File: config.mk
export PLATFORM = sky130hd
export DESIGN_NAME = ex_muldiv_seq
export DESIGN_NICKNAME = d
export VERILOG_FILES = /design/src/rtl/ex_muldiv_seq.sv
export SDC_FILE = /design/constraint.sdc
export NUM_CORES = 1
export LEC_CHECK = 0
export BUFFER_PORTS_ARGS = -buffer_cell sky130_fd_sc_hd__buf_2
export CAP_MARGIN = 20
export CORE_MARGIN = 5
export CORE_UTILIZATION = 35
export DETAILED_ROUTE_END_ITERATION = 6
export MAX_ROUTING_LAYER = met4
export PLACE_DENSITY = 0.64
export SYNTH_ARGS = -nofsm -noshare
export SYNTH_HDL_FRONTEND = slang
export SYNTH_SLANG_ARGS = --single-unit
File: constraint.sdc
create_clock -name clk -period 1.8 [get_ports clk]
set_input_delay 0.18 -clock clk [delete_from_list [all_inputs] [get_ports clk]]
set_output_delay 0.18 -clock clk [all_outputs]
set_load 0.05 [all_outputs]
File: src/rtl/ex_muldiv_seq.sv
// EX-stage sequencer: single-cycle ALU ops go straight to EX/MEM; MUL/DIV ops
// get a start pulse, hold the front of the pipe and wait for the unit's done flag.
module ex_muldiv_seq #(
    parameter int DATA_WIDTH = 32,
    parameter int RD_WIDTH   = 5,
    parameter int MAX_WAIT   = 64
) (
    input  logic                  clk,
    input  logic                  n_rst,
    input  logic                  i_valid,
    input  logic [3:0]            i_alu_sel,
    input  logic [RD_WIDTH-1:0]   i_rd,
    input  logic                  i_reg_wen,
    input  logic                  i_flush,
    input  logic [DATA_WIDTH-1:0] i_alu_result,
    input  logic                  i_alu_done,
    output logic                  o_start_mul,
    output logic                  o_start_div,
    output logic                  o_stall,
    output logic                  o_valid,
    output logic [DATA_WIDTH-1:0] o_result,
    output logic [RD_WIDTH-1:0]   o_rd,
    output logic                  o_reg_wen,
    output logic                  o_timeout
);

    localparam int CW = (MAX_WAIT > 2) ? $clog2(MAX_WAIT) : 1;

    typedef enum logic [1:0] {S_IDLE, S_ISSUE, S_ARM, S_WAIT} state_t;

    state_t                state_q, state_d;
    logic [CW-1:0]         cnt_q, cnt_d;
    logic                  start_mul_q, start_mul_d;
    logic                  start_div_q, start_div_d;
    logic                  valid_q, valid_d;
    logic [DATA_WIDTH-1:0] result_q, result_d;
    logic [RD_WIDTH-1:0]   rd_q, rd_d;
    logic                  wen_q, wen_d;
    logic                  timeout_q, timeout_d;
    logic                  is_mul, is_div, is_ill;

    always_comb begin
        is_mul = (i_alu_sel == 4'b1010) || (i_alu_sel == 4'b1011);
        is_div = (i_alu_sel == 4'b1100) || (i_alu_sel == 4'b1101);
        is_ill = (i_alu_sel == 4'b1110) || (i_alu_sel == 4'b1111);
    end

    always_comb begin
        state_d     = state_q;
        cnt_d       = cnt_q;
        start_mul_d = 1'b0;
        start_div_d = 1'b0;
        valid_d     = 1'b0;
        wen_d       = 1'b0;
        timeout_d   = 1'b0;
        result_d    = result_q;
        rd_d        = rd_q;
        o_stall     = 1'b0;
        case (state_q)
            S_IDLE: begin
                if (i_valid && !i_flush) begin
                    if (is_mul || is_div) begin
                        o_stall = 1'b1;
                        // A unit still busy from an aborted op must drain first.
                        if (i_alu_done) begin
                            state_d     = S_ISSUE;
                            start_mul_d = is_mul;
                            start_div_d = is_div;
                        end
                    end else begin
                        valid_d  = 1'b1;
                        result_d = i_alu_result;
                        rd_d     = i_rd;
                        wen_d    = i_reg_wen & ~is_ill;
                    end
                end
            end
            S_ISSUE: begin
                if (i_flush) state_d = S_IDLE;
                else begin
                    o_stall = 1'b1;
                    state_d = S_ARM;
                end
            end
            S_ARM: begin
                // done is stale here: the unit only drops it the cycle after start.
                if (i_flush) state_d = S_IDLE;
                else begin
                    o_stall = 1'b1;
                    state_d = S_WAIT;
                    cnt_d   = '0;
                end
            end
            S_WAIT: begin
                if (i_flush) begin
                    state_d = S_IDLE;
                end else if (i_alu_done) begin
                    state_d  = S_IDLE;
                    valid_d  = 1'b1;
                    result_d = i_alu_result;
                    rd_d     = i_rd;
                    wen_d    = i_reg_wen;
                end else if (cnt_q == CW'(MAX_WAIT - 1)) begin
                    state_d   = S_IDLE;
                    valid_d   = 1'b1;
                    timeout_d = 1'b1;
                end else begin
                    o_stall = 1'b1;
                    cnt_d   = cnt_q + CW'(1);
                end
            end
            default: state_d = S_IDLE;
        endcase
    end

    always_ff @(posedge clk or negedge n_rst) begin
        if (!n_rst) begin
            state_q     <= S_IDLE;
            cnt_q       <= '0;
            start_mul_q <= 1'b0;
            start_div_q <= 1'b0;
            valid_q     <= 1'b0;
            result_q    <= '0;
            rd_q        <= '0;
            wen_q       <= 1'b0;
            timeout_q   <= 1'b0;
        end else begin
            state_q     <= state_d;
            cnt_q       <= cnt_d;
            start_mul_q <= start_mul_d;
            start_div_q <= start_div_d;
            valid_q     <= valid_d;
            result_q    <= result_d;
            rd_q        <= rd_d;
            wen_q       <= wen_d;
            timeout_q   <= timeout_d;
        end
    end

    assign o_start_mul = start_mul_q;
    assign o_start_div = start_div_q;
    assign o_valid     = valid_q;
    assign o_result    = result_q;
    assign o_rd        = rd_q;
    assign o_reg_wen   = wen_q;
    assign o_timeout   = timeout_q;

endmodule
-- Word-level counts from Yosys, hierarchy flattened
Index checks and enable logic that the tools add are counted.
- $add $sub $neg: 1
- $mul: 0
- divide/modulo/power cells: 0
- $lt $le $gt $ge: 0
- eq/ne operators: 20
- shifts and indexed selects: 0
- multiplexer cells: 53
- bitwise logic cells: 2
- reductions and logical operators: 13
- operators with widths (cell ; count):
    32-bit 2-to-1 mux ; 4
    32-bit one-hot mux with 2 select lines ; 1
    1-bit 2-to-1 mux ; 26
    4-bit == test (second input constant) ; 6
    6-bit 2-to-1 mux ; 4
    5-bit 2-to-1 mux ; 4
    2-bit inequality test (second input constant) ; 9
    2-bit 2-to-1 mux ; 8
    6-bit one-hot mux with 2 select lines ; 1
    5-bit one-hot mux with 2 select lines ; 1
    5-bit AND reduction ; 2
    2-bit one-hot mux with 4 select lines ; 1
    6-bit by 1-bit adder with 6-bit output (second input constant) ; 1
    6-bit == test (second input constant) ; 1
    2-bit == test (second input constant) ; 2
    1-bit logical OR ; 4
    4-bit inequality test (second input constant) ; 1
    1-bit one-hot mux with 2 select lines ; 2
    4-bit AND reduction ; 1
    2-bit nonzero test ; 2
    1-bit one-hot mux with 3 select lines ; 1
    2-bit by 1-bit == test with 1-bit output (second input constant) ; 1
    2-bit logical NOT ; 1
    2-bit OR reduction ; 1
    other kinds (4) ; 4
- bits in registers: 50
- latch bits: 0
- bits in writable memories: 0
- bits in read-only memories: 0
- bits of input ports: 47
- output and inout bits: 43
- logic and storage cells: 98
- memories kept: 0

-- Longest topological paths before layout
Gate-level depths: netlist of the first run.
- depth after elaboration: 7
- mapped depth: 8
- mapped depth without buffers: 6

-- Worst setup path before layout of the first run
Ideal clock, no wire load.
- path type: reg2out
- start point: register state_q[0]
- end point: output o_stall
- arrival time: 1894 ps
- required time: 1620 ps
- slack: -274 ps
- cell stages (with the launch flop): 5
- path buffers: 0
- cells stage by stage: dfrtp_1 -> ha_1 -> nor3b_2 -> o21ai_1 -> o22ai_1
- longest elaborated chain between the ends: 3
- elaborated cells between the ends (all ways): 6
- those cells by class: eq/ne (3); mux (1); reduce/logical (2)
- ends and longest elaborated chain (item ; RTL line ; source):
    start: declaration ; 31 ; state_t state_q, state_d;
    start signal: assignment ; 128 ; state_q <= state_d;
    2-bit == test / 2-bit by 1-bit == test with 1-bit output (equally long branches) ; 59 ; case (state_q)
    2-bit OR reduction (no line) ; - ;
    1-bit one-hot mux with 3 select lines (*) ; 59 ;
    end: declaration ; 19 ; output logic o_stall,
Every way passes the cells marked *; elsewhere a longest branch is shown, timed or not.

-- Worst setup path in the final report of the first run
- start point: register state_q[1]
- end point: register result_q[16] (netlist: o_result[16])
- longest elaborated chain between the ends: 3
- elaborated cells between the ends (all ways): 9
- those cells by class: eq/ne (5); mux (1); reduce/logical (3)
- ends and longest elaborated chain (item ; RTL line ; source):
    2-bit == test / 2-bit logical NOT (equally long branches) ; 59 ;
    2-bit inequality test (no line) / 2-bit nonzero test (equally long branches) ; - ;
    5-bit AND reduction (no line) ; - ;
    end signal: assignment ; 133 ; result_q <= result_d;
    end: declaration ; 36 ; logic [DATA_WIDTH-1:0] result_q, result_d;
Parallel ways exist; a longest one is shown, timed or not.
A chain may end at the register's enable or synchronous reset.

==> out/results.tsv, run 1 <==
stage	metric	value	unit
run_status	status	finished, final reports clean	
die	die area	8244	sq um
pwr	Seq pwr share	0.294	
clock_network	htree depth	2	
global_route	first-pass GRT wire length	8169	microns
timing	Layout Skew	0.004937	ns
logic_synthesis	synth cell count leaders	dfrtp_1 (50), mux2_4 (30), o21ai_0 (8)	
layout	footprint of the multi-input gates	1028	sq um
logic_synthesis	Post-synth EDFFs	0	
critical_path	FF-to-FF End	o_result[16]	
critical_path	slowest CP cell	dfrtp_2	
detailed_routing	vias per cell	4.710	
die	DIE WIDTH	90.80	microns
timing	minimum clock period after layout	1.792	ns
detailed_routing	post-route DRC violation count	0	
global_route	grt ovf	0	
timing	max_slew headroom	0.7819	
detailed_routing	DR vias	1606	
pwr	PwrDens	2002	nW/um^2
clock_network	Longest Clk Path Bufs	2	
timing	Fin. Hold Viols	0	
global_route	met1 usage in global routing	0.1566	
flow_run	MaxCap Viol Count	0	
detailed_routing	Detailed Route Iter0 Violations	32	
pwr	combinational fraction of design power	0.586	
global_route	met2 global-route usage	0.1943	
critical_path	R2R cell count	7	
logic_synthesis	Synth area leaders	dfrtp_1 (55%), mux2_4 (20%), mux2_2 (3.5%)	
min_path	Hold Path End	o_result[27]	
global_route	GR Util met3	0.04000	
timing	f_max	0.5581	GHz
global_route	initial antenna violation count	0	
logic_synthesis	Top FF cell, synth	dfrtp_1	
detailed_routing	drt first pass iters	4	
timing	worst hold slack	0.1097	ns
timing	period utilization	0.9955	
critical_path	worst reg2reg setup slack	0.008	ns
pwr	Clock Power Share	0.120	
global_route	number of global-route vias before repair	1652	
clock_network	Worst-Skew Late Latency	0.29	ns
clock_network	total clock buffers created by CTS	5	
logic_synthesis	FF+latch count, synth	50	
logic_synthesis	sequential fraction of the synthesis area	0.5476	
timing	post-route setup TNS	0	ns
die	row cnt	29	
critical_path	Max FO, Critical Path	7	
layout	register area	1254	sq um
layout	area delta synth->final	37.46	%
place	Placed Cells	327	
clock_network	CTS root buf	clkbuf_8	
place	post-DP HPWL	3550	microns
logic_synthesis	Syn Nets	207	
logic_synthesis	synthesized area per cell	14.74	sq um
clock_network	clock-pin slew on the worst setup and hold paths	0.09	ns
global_route	GR peak layer	met2	
clock_network	Sink Count	50	
logic_synthesis	most common cell in the synthesized netlist	dfrtp_1	
pwr	Static Leak	1.567	nW
place	Final Wtd Congestion	0.7912	
timing	Least-Margin Pin Slew	0.3272	ns
critical_path	crit end category	flop	
timing	unrepaired setup endpoints after global routing	yes	
logic_synthesis	async set-reset flop share out of synthesis	1.000	
global_route	total track usage	0.1250	
detailed_routing	wire length per cell	14.84	microns
logic_synthesis	cells after synthesis	155	
layout	Nets	315	
logic_synthesis	Post-Syn Area	2285	sq um
critical_path	CP Class	flop to flop	
min_path	worst hold start	i_alu_result[27]	
timing	Slew Viols, Final	0	
critical_path	crit path DAT	1.97	ns
pwr	cell internal pwr	3.397	mW
place	# port buffers	88	
min_path	worst min-delay path class	primary input to flop	
min_path	hold path depth	2	
layout	antenna cell count	0	
critical_path	CP startpoint kind	flop	
die	num ports	90	
timing	endpoints failing setup	0	
critical_path	worst r2r src	state_q[1]	
critical_path	CP peak stage delay	0.45	ns
logic_synthesis	Yosys top cell area share	0.5476	
pwr	Max VDD drop	1222	uV
critical_path	crit-path cells	inv_2 -> ha_4 -> mux2i_1 -> nor2_1 -> o21a_4 -> clkbuf_16 -> mux2_4	
layout	ratio of cells with drive above 1 in the final layout	0.6136	
clock_network	CTS tree	yes	
layout	fill count	557	
detailed_routing	ANT nets after route	0	
detailed_routing	WL final	5062	microns
logic_synthesis	Ys Warns	0	
critical_path	WP data required	1.98	ns
layout	Non-Filler Instances	341	
die	Initial Util	0.3598	
die	Die Height	90.80	microns
pwr	Sw Share	0.4597	
pwr	Switch Pwr	2.891	mW
logic_synthesis	Synth area leader	dfrtp_1	
die	Core Area	6350	sq um
logic_synthesis	Synth cell types	34	
global_route	largest net degree at the start of global routing	27	
-- critical path: cells and delay by family (launching register included) --
family / cells / cell delay (ns)
muxes: 2 / 0.37
AOI/OAI and AO/OA: 1 / 0.26
buffers and inverters: 2 / 0.30
DFF: 1 / 0.45
and+or+nand+nor: 1 / 0.13
adders and majority gates: 1 / 0.17
-- layout make-up --
type                            instances  share of cell area
Sequential cell                        50              0.3992
Multi-Input combinational cell         97              0.3275
Timing Repair Buffer                  105              0.2040
Inverter                                4            0.004781
Clock inverter                          1            0.009562
Clock buffer                            7             0.02430
Tap cell                               77             0.03068
-- power groups by stage --
stage	combinational, mW	sequential, mW	clock, mW
2_1_floorplan	1.16	3.38	0
3_3_place_gp	3.40	1.82	0
3_5_place_dp	3.41	1.85	0
4_1_cts	3.49	1.84	0.798
5_1_grt	3.83	1.92	0.846
6_report	3.68	1.85	0.757
-- routing by layer --
metal	part of all wire	vias to the layer above	wire, microns
li1	-	763	-
met1	0.44	780	2228
met2	0.48	61	2442
met3	0.072	2	362
met4	0.0055	0	28
met5	0	-	0
-- cells by family (layout without fill, tap and decap cells) --
group | Yosys count | in the layout | share of synthesized area
simple gates | 28 | 28 | 0.06846
xor+xnor | 1 | 1 | 0.007121
fa+ha+maj | 5 | 5 | 0.02738
buf+inv | 8 | 117 | 0.03779
compound gates | 23 | 23 | 0.06681
mux | 40 | 40 | 0.2448
flops | 50 | 50 | 0.5476
-- cell usage in the layout, fill, tap and decap left out, types with 2 or more instances in the layout --
master,Yosys,final
ha_4,0,2
clkbuf_16,0,2
buf_12,3,2
and2_1,2,2
o211ai_1,2,2
nand3_1,5,5
a31oi_1,2,2
nand2_1,7,7
mux2i_1,3,3
mux2_4,30,37
clkbuf_8,0,5
ha_1,5,3
nor3b_1,3,3
buf_4,0,11
buf_6,1,2
buf_2,0,87
nor2_1,2,2
dfrtp_1,50,48
clkbuf_1,0,2
nor2b_1,3,3
dfrtp_2,0,2
o21ai_0,8,8
inv_2,0,3
nand4_1,2,2
-- metrics by stage --
step / area [sq um] / utilization / total power, mW / worst slack (ns)
final: 3141 / 0.4946 / 6.288 / 0.008134
after global routing: 3141 / 0.4946 / 6.597 / -0.04726
after CTS: 3018 / 0.4753 / 6.134 / 0.007835
after detailed placement: 2853 / 0.4493 / 5.261 / -0.009258
after global placement: 2853 / 0.4493 / 5.222 / 0.003797
after floorplan: 2291 / - / 4.543 / 0.04823
-- sequential cells by signal, indices dropped and copies added (netlist names) --
register     flops
o_result        32
cnt_q            6
o_rd             5
state_q          2
o_reg_wen        1
o_start_div      1
o_start_mul      1
o_timeout        1
o_valid          1
-- repair_timing --
action | in CTS | in global routing
pin swaps | 2 | 2
setup buffers | 2 | 1
gates cloned | 0 | 3
setup endpoints to repair | 10 | 37
hold endpoints to repair | 50 | 0
resized for setup | 10 | 15
hold buffers | 1 | 0
-- worst max path at each step --
stage | startpoint | to | slack, ns | depth (start not counted)
final | state_q[1] | o_result[16] | 0.008 | 7
after floorplan | state_q[0] | o_stall | 0.05 | 4
after global placement | state_q[0] | o_result[2] | 0.004 | 6
after CTS | state_q[0] | o_stall | 0.008 | 5
after detailed placement | state_q[0] | o_result[5] | -0.009 | 6
after global routing | state_q[1] | o_result[18] | -0.05 | 7
Note: power is estimated with default switching activity, not from simulation.
==> inputs of run 2 (changes only) <==
Settings changed: BUFFER_PORTS_ARGS -buffer_cell sky130_fd_sc_hd__buf_2 to unset, DONT_BUFFER_PORTS set to 1, PLACE_DENSITY 0.64 to 0.52.
==> out/results.tsv, run 2 (synthesis results as in run 1) <==
stage	metric	value	unit
detailed_routing	vias per cell	5.335	
layout	antenna cell count	0	
global_route	initial antenna violation count	0	
layout	max FFs per register	32	
clock_network	CTS tree	yes	
detailed_routing	post-route DRC violation count	0	
die	Initial Util	0.3598	
critical_path	CP peak stage delay	0.44	ns
die	die area	8244	sq um
timing	period utilization	0.9849	
run_status	status	finished, final reports clean	
die	Core Area	6350	sq um
timing	Fin. Hold Viols	0	
timing	Least-Margin Pin Slew	0.5071	ns
clock_network	htree depth	2	
layout	Design Area, Final	2783	sq um
critical_path	Max FO, Critical Path	9	
detailed_routing	drt first pass iters	4	
pwr	Static Leak	1.250	nW
detailed_routing	wire length per cell	21.01	microns
layout	commonest non-fill, non-tap cell in the layout	dfrtp_1	
timing	max_slew headroom	0.6619	
clock_network	Sink Count	50	
min_path	worst min-delay path class	primary input to flop	
critical_path	crit-path cells	inv_2 -> ha_4 -> mux2i_1 -> nor2_1 -> o21a_4 -> clkbuf_16 -> mux2_4	
critical_path	slowest CP cell	dfrtp_1	
critical_path	crit path DAT	1.95	ns
layout	fill count	552	
layout	Util after Layout	0.4382	
clock_network	CTS root buf	clkbuf_8	
global_route	total track usage	0.1209	
timing	Layout Skew	0.004166	ns
layout	ratio of cells with drive above 1 in the final layout	0.4167	
timing	f_max	0.5641	GHz
die	Die Height	90.80	microns
layout	Nets	233	
layout	most frequent cells in the layout	dfrtp_1 (50), mux2_4 (37), buf_4 (12)	
detailed_routing	Detailed Route Iter0 Violations	27	
die	row cnt	29	
pwr	PwrDens	2084	nW/um^2
global_route	number of global-route vias before repair	1447	
place	post-DP HPWL	3402	microns
global_route	first-pass GRT wire length	7797	microns
timing	minimum clock period after layout	1.773	ns
clock_network	Worst-Skew Late Latency	0.29	ns
place	Area after DPL	2395	sq um
place	Final Wtd Congestion	0.8330	
timing	unrepaired setup endpoints after global routing	yes	
critical_path	crit end category	flop	
global_route	grt ovf	0	
clock_network	clock-pin slew on the worst setup and hold paths	0.08	ns
layout	area delta synth->final	21.80	%
clock_network	Longest Clk Path Bufs	2	
die	DIE WIDTH	90.80	microns
critical_path	CP startpoint kind	flop	
critical_path	WP data required	1.98	ns
die	num ports	90	
critical_path	CP Class	flop to flop	
place	# port buffers	0	
global_route	largest net degree at the start of global routing	51	
detailed_routing	DR vias	1371	
timing	endpoints failing setup	0	
pwr	Max VDD drop	1171	uV
flow_run	MaxCap Viol Count	0	
detailed_routing	WL final	5399	microns
clock_network	total clock buffers created by CTS	5	
detailed_routing	ANT nets after route	0	
timing	Slew Viols, Final	0	
run 2: per-stage QoR:
| stage | worst slack (ns) | TNS [ns] | power [mW] | cells | hold WS, ns |
|---|---|---|---|---|---|
| 2_1_floorplan | 0.04823 | 0 | 4.543 | 155 | -0.1156 |
| 3_5_place_dp | 0.005864 | 0 | 4.774 | 235 | -0.1144 |
| 4_1_cts | -0.01847 | -0.01847 | 5.522 | 250 | 0.01663 |
| 5_1_grt | -0.05947 | -0.5504 | 6.054 | 257 | 0.001707 |
| 3_3_place_gp | 0.05168 | 0 | 4.718 | 235 | -0.1142 |
| 6_report | 0.02720 | 0 | 5.798 | 257 | 0.02934 |
run 2: critical path, delay by kind of cell, from the launching register on:
family,cells,cell delay (ns)
and+or+nand+nor,1,0.13
AOI/OAI and AO/OA,1,0.25
DFF,1,0.44
adders and majority gates,1,0.15
muxes,2,0.37
buffers and inverters,2,0.32
run 2: metal layers:
metal,track usage,up-vias,routed length (microns)
met5,-,-,0
met4,0.05257,0,140
met3,0.05167,14,439
met2,0.1949,72,2769
met1,0.1296,683,2049
li1,-,602,-
run 2: final timing paths:
path,from,endpoint,slack [ns],cells after the start
setup / recovery,state_q[0],o_result[20],0.03,7
hold / removal,i_alu_result[0],o_result[0],0.03,1
setup reg to reg,state_q[0],o_result[20],0.03,7
hold reg to reg,cnt_q[4],cnt_q[4],0.52,1
max in group asynchronous,n_rst,cnt_q[3],1.20,2
min in group asynchronous,n_rst,o_result[25],0.40,2
run 2: power breakdown:
| group | leakage, nW | total (mW) | internal, mW | switching [mW] |
|---|---|---|---|---|
| logic | 0.593 | 1.68 | 1.12 | 0.564 |
| clock network | 0.0431 | 0.628 | 0.297 | 0.332 |
| registers | 0.614 | 3.49 | 1.56 | 1.93 |
run 2: layout make-up:
type                       count  area [sq um]  share of cell area
tap                           77         96.34             0.03462
inverter                       4         15.01            0.005396
clock buffer                   6         82.58             0.02968
sequential                    50          1251              0.4496
multi-input combinational     97          1044              0.3750
timing repair buffer          23         294.0              0.1057
run 2: repair_timing:
action,CTS,global route
endpoints found under the hold margin,52,0
resized for setup,9,13
pin swaps,2,4
setup endpoints to repair,6,39
hold buffers,4,0
setup buffers,6,3
cloned,0,5
